--- config.mk ---
export PLATFORM = sky130hd
export DESIGN_NAME = multi_line_serializer
export DESIGN_NICKNAME = d
export VERILOG_FILES = /design/src/rtl/multi_line_serializer.sv
export SDC_FILE = /design/constraint.sdc
export NUM_CORES = 1
export LEC_CHECK = 0
export BUFFER_PORTS_ARGS = -buffer_cell sky130_fd_sc_hd__buf_2
export CAP_MARGIN = 20
export CORE_UTILIZATION = 54
export DETAILED_ROUTE_END_ITERATION = 10
export HOLD_SLACK_MARGIN = 0.1
export PLACE_DENSITY = 0.76
export SYNTH_ARGS = -nofsm -noshare
export SYNTH_HDL_FRONTEND = slang
export SYNTH_SLANG_ARGS = --single-unit
export TNS_END_PERCENT = 5
--- constraint.sdc ---
create_clock -name clk_i -period 3.4 [get_ports clk_i]
set_clock_uncertainty 0.2 [all_clocks]
set_input_delay 0.34 -clock clk_i [delete_from_list [all_inputs] [get_ports clk_i]]
set_output_delay 0.34 -clock clk_i [all_outputs]
set_load 0.01 [all_outputs]
--- src/rtl/multi_line_serializer.sv ---
// Multi-line serializer: buffers LineLen columns of BufferCnt rows each and
// replays them row by row (oldest row first), one pixel per transfer.
// A single RAM bank is filled first and drained afterwards, so the two
// phases never overlap.
module multi_line_serializer #(
  parameter int Width     = 8,
  parameter int LineLen   = 8,
  parameter int BufferCnt = 2
) (
  input  logic                             clk_i,
  input  logic                             rst_ni,
  input  logic [BufferCnt-1:0][Width-1:0]  data_i,
  input  logic                             valid_i,
  output logic                             ready_o,
  output logic [Width-1:0]                 data_o,
  output logic                             valid_o,
  input  logic                             ready_i,
  output logic                             eol_o,
  output logic                             eob_o
);

  localparam int ColW  = (LineLen > 1) ? $clog2(LineLen) : 1;
  localparam int RowW  = (BufferCnt > 1) ? $clog2(BufferCnt) : 1;
  localparam int WordW = Width * BufferCnt;
  localparam logic [ColW-1:0] ColLast  = ColW'(LineLen - 1);
  localparam logic [RowW-1:0] RowFirst = RowW'(BufferCnt - 1);

  typedef enum logic {FILL, DRAIN} state_e;

  state_e            state_q, state_d;
  logic [ColW-1:0]   col_q, col_d;
  logic [RowW-1:0]   row_q, row_d;
  logic              issued_all_q, issued_all_d;

  logic              accept;
  logic              xfer;
  logic              out_load;
  logic              issue;

  // 1R1W synchronous RAM: one word holds a full column of all rows.
  logic [WordW-1:0]  ram_q [LineLen];
  logic [WordW-1:0]  rd_word_q;

  // Read stage: the RAM output register plus the metadata of the pixel it holds.
  logic              rd_vld_q;
  logic [RowW-1:0]   rd_row_q;
  logic              rd_eol_q;
  logic              rd_eob_q;
  logic [Width-1:0]  rd_pix;
  logic [Width-1:0]  or_chain [BufferCnt+1];

  assign ready_o  = (state_q == FILL);
  assign accept   = valid_i && ready_o;
  assign xfer     = valid_o && ready_i;
  // The output register may take a new pixel when empty or being emptied.
  assign out_load = !valid_o || ready_i;
  // A read is issued only when the read stage is free or drains this cycle,
  // so the RAM output register holds its value while the output is stalled.
  assign issue    = (state_q == DRAIN) && !issued_all_q && (out_load || !rd_vld_q);

  // RAM write during FILL, registered read during DRAIN.
  always_ff @(posedge clk_i) begin
    if (accept) begin
      ram_q[col_q] <= data_i;
    end
    if (issue) begin
      rd_word_q <= ram_q[col_q];
    end
  end

  // Row mux out of the RAM word, built as an AND-OR chain.
  assign or_chain[0] = '0;
  for (genvar gi = 0; gi < BufferCnt; gi++) begin : g_row_sel
    assign or_chain[gi+1] = or_chain[gi] |
        ((rd_row_q == RowW'(gi)) ? rd_word_q[gi*Width +: Width] : '0);
  end
  assign rd_pix = or_chain[BufferCnt];

  // Next-state: column/row counters and FILL/DRAIN sequencing.
  always_comb begin
    state_d      = state_q;
    col_d        = col_q;
    row_d        = row_q;
    issued_all_d = issued_all_q;
    case (state_q)
      FILL: begin
        if (accept) begin
          if (col_q == ColLast) begin
            col_d   = '0;
            state_d = DRAIN;
          end else begin
            col_d = col_q + ColW'(1);
          end
        end
      end
      DRAIN: begin
        if (issue) begin
          if (col_q == ColLast) begin
            col_d = '0;
            if (row_q == '0) begin
              issued_all_d = 1'b1;
            end else begin
              row_d = row_q - RowW'(1);
            end
          end else begin
            col_d = col_q + ColW'(1);
          end
        end
        // The block ends when its final pixel leaves the output register.
        if (xfer && eob_o) begin
          state_d      = FILL;
          issued_all_d = 1'b0;
          row_d        = RowFirst;
          col_d        = '0;
        end
      end
      default: state_d = FILL;
    endcase
  end

  // State register with synchronous active-low reset.
  always_ff @(posedge clk_i) begin
    if (!rst_ni) begin
      state_q      <= FILL;
      col_q        <= '0;
      row_q        <= RowFirst;
      issued_all_q <= 1'b0;
    end else begin
      state_q      <= state_d;
      col_q        <= col_d;
      row_q        <= row_d;
      issued_all_q <= issued_all_d;
    end
  end

  // Read-stage bookkeeping: tag the word being read with its row and flags.
  always_ff @(posedge clk_i) begin
    if (!rst_ni) begin
      rd_vld_q <= 1'b0;
      rd_row_q <= '0;
      rd_eol_q <= 1'b0;
      rd_eob_q <= 1'b0;
    end else if (issue) begin
      rd_vld_q <= 1'b1;
      rd_row_q <= row_q;
      rd_eol_q <= (col_q == ColLast);
      rd_eob_q <= (col_q == ColLast) && (row_q == '0);
    end else if (out_load) begin
      rd_vld_q <= 1'b0;
    end
  end

  // Registered output stage; everything holds while stalled by ready_i.
  always_ff @(posedge clk_i) begin
    if (!rst_ni) begin
      valid_o <= 1'b0;
      data_o  <= '0;
      eol_o   <= 1'b0;
      eob_o   <= 1'b0;
    end else if (out_load) begin
      valid_o <= rd_vld_q;
      eol_o   <= rd_vld_q && rd_eol_q;
      eob_o   <= rd_vld_q && rd_eob_q;
      if (rd_vld_q) begin
        data_o <= rd_pix;
      end
    end
  end

endmodule

==> run metrics, run 1 <==
Clock power frac 42.0%; layout cells sized above 1 21.1%; RSZ-0062 raised after global routing no; footprint of the multi-input gates approximately 1600 um2; combinational power share between 5 and 6%; CP max-delay cell dfxtp_2; core area 11,600 um2; Max H-tree Level 4; global placer's final weighted congestion 0.858; Nets ~500; drt pass-1 iters 8; top cells by area, synth edfxtp_1, dfxtp_1, mux2i_1; Max rail drop VDD 0.403 mV; crit path cell chain buf_4, ha_1, ha_1, a21oi_1, nor2_1, dlygate4sd3_1; WL/cell ~21 um; Via density slightly above 6; post-synthesis average cell area approximately 16 um2; CTS sink cnt roughly 170; PostCTS Resize Cnt 0; Leak Pwr 2.56 nW; antenna violations before repair 0; Die Span Y 112 um; Iteration-0 DRC Markers just under 400; max-slew violation count 0; CP startpoint kind flop; clock latency on the worst-skew pair between 400 and 500 ps; sequential share of power 52.2%; Row Count 39; critical path class flop to flop; CTS max path bufs 2; Final min period 2660 ps; crit-path max FO 31; CTS tree done; Final Util 65.6%; final WL 13,200 um; Post-Synthesis Cells 408; maximum clock frequency 377 MHz; sequential fraction of the synthesis area approximately three quarters; crit end category flop; Remaining DRCs 4; Tcrit/Tclk final about four fifths; Synth-to-Final Area Change 17.0%; Pwr per Cell Area 574 nW/um2; Mapped Area 6490 um2; Fillers 756; Total GRT Usage 23.1%; Detail Route Antenna Nets 0; ant diodes 0; HPWL after detailed placement 8190 um; Psw approximately 970 uW; biggest cell delay along the critical path ~750 ps; post-synth cell types 41; Die W about 110 um; actual slew at the worst max-slew pin 971 ps; PortBufs 31; post-synth top area share 66.6%; ys flop type edfxtp_1; CTS clk-pin slew, worst paths 70 ps; beginning of the critical path col_q[1]$_SDFFE_PN0P_; post-synthesis net count 430; first-pass GRT wire length 20,800 um; FF+latch area 4750 um2; gr ovfl total 0; most frequent CP cell ha_1; worst endpoint data arrival time 2830 ps; Die ar. ~12,000 um2; clock root cell clkbuf_16; Setup-failing EPs final 0; Post-synth EDFFs 144; sw frac 22.3%; status complete, but fails checks; max capacitance violation total 0; Fin. Hold Viols 0; largest area contributor in the netlist edfxtp_1; CP required between 3000 and 4000 ps; Vias roughly 3,800; P_int 3.39 mW; largest net degree at the start of global routing 32; Synth Register Bits between 150 and 200; Ys Warns 0; Total Negative Setup Slacks 0 ps; HP Class flop to flop; vias in the first global route 3,842; FF-to-FF Start col_q[1]$_SDFFE_PN0P_; hold_sp eol_o$_SDFFE_PN0P_; Ports 32; Initial Util 56.1%; Num CTS Buffers 17; Post-synth ARST share 0%; failing checks DRC; relative slew slack 35.2%
[synthesized netlist by cell type (4+ instances only)]
cell type / number
mux2i_1: 27
nand2b_1: 7
a221oi_1: 14
o21ai_0: 12
mux4_2: 7
inv_1: 7
buf_4: 4
or3b_2: 4
nor2b_1: 7
nor3b_1: 4
nand3b_1: 9
nor2_1: 20
a211oi_1: 8
nand2_1: 13
edfxtp_1: 144
mux2_2: 7
nand3_1: 13
clkbuf_1: 6
dfxtp_1: 21
and3_1: 4
buf_2: 8
and3b_1: 5
a21oi_1: 25
[registers in the layout, summed over array words and instances (netlist names), 3 cells and up]
name and cells:
ram_q 128, rd_word_q 16, data_o 8, col_q 3
[stage by stage]
stage               hold slack, ps  setup slack (ps)  area, um2  power [mW]  cells
floorplan                      233               787       6490        2.47    408
global placement               245              1040       6820        2.54    575
detailed placement             255               966       6820        2.55    575
CTS                            264               769       7590        4.38    627
global route                   290               528       7590        4.49    627
finish                         259               745       7590        4.36    627
[layer usage]
metal  part of all wire [%]  wire length [um]  global-route usage (%)  up-vias
met2                     48              6330                    35.9      175
met4                    2.0               258                    11.1        0
met5                      0                 0                       0        -
met1                     43              5620                    30.3     1892
met3                    7.4               980                    6.37       21
li1                       -                 -                       -     1724
[critical path: cells and delay by family (launching register included)]
family	cells	cell delay [ps]
AO/OA/AOI/OAI	1	90
buffers and inverters	2	1000
flip-flops	1	750
adder cells (fa/ha/maj)	2	460
AND/OR/NAND/NOR	1	90
[cell usage in the layout (no fill, tap or decap), types with 4 or more instances in the layout]
cell           count
a21oi_1           25
and3_1             4
nand3b_1           9
buf_2             31
mux2i_1           27
inv_1              7
nand3_1           13
nor2_1            20
buf_4             15
or3b_2             4
nor2b_1            7
o21ai_0           12
nand2b_1           7
dlygate4sd3_1     20
mux4_2             7
edfxtp_1         144
inv_6              8
nand2_1           13
clkbuf_16         17
dfxtp_1           20
nor3b_1            4
a211oi_1           8
a221oi_1          14
mux2_2             7
and3b_1            5
[worst paths after layout]
| check | depth (start not counted) | end | slack [ps] |
|---|---|---|---|
| setup / recovery | 6 | state_q$_SDFF_PN0_ | 740 |
| setup reg to reg | 6 | state_q$_SDFF_PN0_ | 740 |
| hold reg to reg | 2 | eol_o$_SDFFE_PN0P_ | 260 |
| hold / removal | 2 | eol_o$_SDFFE_PN0P_ | 260 |
[cells by family after synthesis]
logic type               Yosys count  synth area share [%]
flip-flops                       165                  73.1
AND/OR/NAND/NOR                   98                  8.66
AO/OA/AOI/OAI                     71                  7.17
multiplexers                      42                  8.04
buffers and inverters             30                  2.64
adder cells (fa/ha/maj)            2                 0.386
[cell type report]
cell class                 instances  area share [%]
sequential                       165            62.5
multi-input combinational        213            20.9
timing repair buffer              67            6.43
clock buffer                      17            5.60
tap                              143            2.36
clock inverter                    15            1.88
inverter                           7           0.346
[timing repair]
item                                    CTS  global route
setup buffers                             0             0
hold buffers                             20             0
endpoints found under the setup margin    0             0
endpoints found under the hold margin   137             0
[power by group through the flow]
stage               Sequential, mW  Clock, mW  Combinational [mW]
CTS                           2.28       1.85               0.249
global route                  2.28       1.94               0.272
finish                        2.28       1.83               0.252
floorplan                     2.30          0               0.168
detailed placement            2.32          0               0.229
global placement              2.32          0               0.222
(Power assumes the default switching activity.)
==> inputs of run 2 (changes only) <==
==> constraint.sdc (replaced) <==
create_clock -name clk_i -period 2.75 [get_ports clk_i]
set_clock_uncertainty 0.2 [all_clocks]
set_input_delay 0.275 -clock clk_i [delete_from_list [all_inputs] [get_ports clk_i]]
set_output_delay 0.275 -clock clk_i [all_outputs]
set_load 0.01 [all_outputs]
==> run 2 against run 1 <==
  * The run still ends with DRC left
  * Global-route usage down 0.94 points
  * Combinational power up 24%
  * Design area is 1.1% higher
  * Flip-flop and latch count is the same
  * Final cell count rose by 0.80%
  * Sequential power increased by 24%
  * Utilization rose by 0.72 points
  * Sequential share of layout area down 0.68 points
  * Critical path type unchanged
==> run metrics, run 2 (same netlist as run 1, synthesis figures left out) <==
RSZ-0062 raised after global routing no; Tcrit/Tclk final approximately nine tenths; commonest non-fill, non-tap cell in the layout edfxtp_1; clock root cell clkbuf_16; most frequent cells in the layout edfxtp_1, buf_2, mux2i_1; Fin. Hold Viols 0; register name with the most flops ram_q; Final min period between 2000 and 3000 ps; CTS sink cnt 165; crit path cell chain buf_12, ha_1, ha_1, a21oi_1, nor2_1, dlygate4sd3_1; relative slew slack 41.1%; ant diodes 0; Final Instance Area 7670 um2; layout cells sized above 1 21.7%; WHS 257 ps; Total GRT Usage between 20 and 25%; HPWL after detailed placement 8000 um; PortBufs 31; FF-to-FF Start col_q[0]$_SDFFE_PN0P_; biggest registers after layout ram_q: 128 flops, rd_word_q: 16 flops, data_o: 8 flops; critical path class flop to flop; Row Count 39; PostCTS Resize Cnt 0; antenna violations before repair 0; Hold Path Sink issued_all_q$_SDFFE_PN0P_; Iteration-0 DRC Markers a little over 400; drt pass-1 iters 8; actual slew at the worst max-slew pin 884 ps; sequential share of power roughly half; cts hold-fix bufs 20; CP max-delay cell dfxtp_1; Psw 1.18 mW; global placer's final weighted congestion 0.826; Synth-to-Final Area Change 18.3%; r2r worst-path depth 6; Leak Pwr 2.61 nW; beginning of the critical path col_q[0]$_SDFFE_PN0P_; largest net degree at the start of global routing 40; Pwr per Cell Area 721 nW/um2; Post-DP Area 6870 um2; biggest cell delay along the critical path 820 ps; combinational power share 5.7%; Setup-failing EPs final 0; Clock power frac 43.5%; Initial Util 56.1%; Final Util 66.4%; R2R setup slack 240 ps; core area 11,600 um2; CP startpoint kind flop; Die ar. ~12,000 um2; Max rail drop VDD 0.537 mV; postcts setup bufs 0; CP required 2920 ps; failing checks DRC; maximum clock frequency roughly 400 MHz; power consumption 5.54 mW; status complete, but fails checks; crit end category flop; HP Class flop to flop; Total Negative Setup Slacks 0 ps; gr ovfl total 0; crit-path max FO 34; Vias between 3,000 and 4,000; hold_sp issued_all_q$_SDFFE_PN0P_; WL/cell 20.3 um; max capacitance violation total 0; most frequent CP cell ha_1; Remaining DRCs 8; CTS clk-pin slew, worst paths 70 ps; Num CTS Buffers 17; sw frac 21.3%; WHS Path Cells 2; worst endpoint data arrival time 2680 ps; clock latency on the worst-skew pair 430 ps; first-pass GRT wire length 20,100 um; max-slew violation count 0; P_int 4.36 mW; Largest register FFs 128; Max H-tree Level 4; Ports 32; final WL 12,800 um; Detail Route Antenna Nets 0; CTS max path bufs 2; R2R Path End state_q$_SDFF_PN0_; Die W 112 um; Nets 498; vias in the first global route ~3,800; Die Span Y 112 um; Via density about 5.9; CTS tree done
==> run 2: cell types whose count changed in the layout (fill, tap and decap cells not counted) <==
cell       before  now
inv_6           8    5
clkinv_1        0    1
buf_4          15   19
buf_12          1    2
bufinv_16       1    3
clkinv_2        2    3
clkinv_4        2    1
==> run 2: power by group through the flow <==
stage	combinational [mW]	clock, mW	sequential, mW
floorplan	0.208	0	2.84
global placement	0.278	0	2.87
detailed placement	0.289	0	2.87
CTS	0.312	2.43	2.82
global route	0.337	2.53	2.82
finish	0.313	2.41	2.82
==> run 2: layer usage <==
| layer | wire length, um | vias up | global-route usage (%) |
|---|---|---|---|
| met5 | 0 | - | 0 |
| met4 | 266 | 0 | 10.5 |
| met3 | 770 | 23 | 4.84 |
| met2 | 6050 | 129 | 34.3 |
| met1 | 5740 | 1852 | 30.2 |
| li1 | - | 1735 | - |
==> run 2: worst max-delay path by stage <==
stage	to	slack [ps]
final	state_q$_SDFF_PN0_	240
after global routing	state_q$_SDFF_PN0_	50
after CTS	state_q$_SDFF_PN0_	230
after detailed placement	rd_word_q[10]$_DFFE_PP_	460
after global placement	rd_word_q[10]$_DFFE_PP_	530
after floorplan	ram_q[1][0]$_DFFE_PP_	140
==> run 2: critical path, delay by kind of cell, from the launching register on <==
kind / cells / cell delay [ps]
buffers and inverters: 2 / 810
AND/OR/NAND/NOR: 1 / 80
AO/OA/AOI/OAI: 1 / 90
adder cells (fa/ha/maj): 2 / 440
flip-flops: 1 / 820
==> run 2: final cells by class <==
class | instances | area [um2]
fillers | 792 | 3890
well taps | 143 | 179
clock buffers | 17 | 425
repair buffers | 72 | 538
clock inverters | 15 | 176
flip-flops and latches | 165 | 4750
inverters | 7 | 26.3
multi-input cells | 213 | 1580
==> run 2: metrics by stage <==
step	cells	setup slack, ps
6_report	632	241
5_1_grt	632	46.7
4_1_cts	632	229
3_5_place_dp	580	460
3_3_place_gp	580	529
2_1_floorplan	408	137
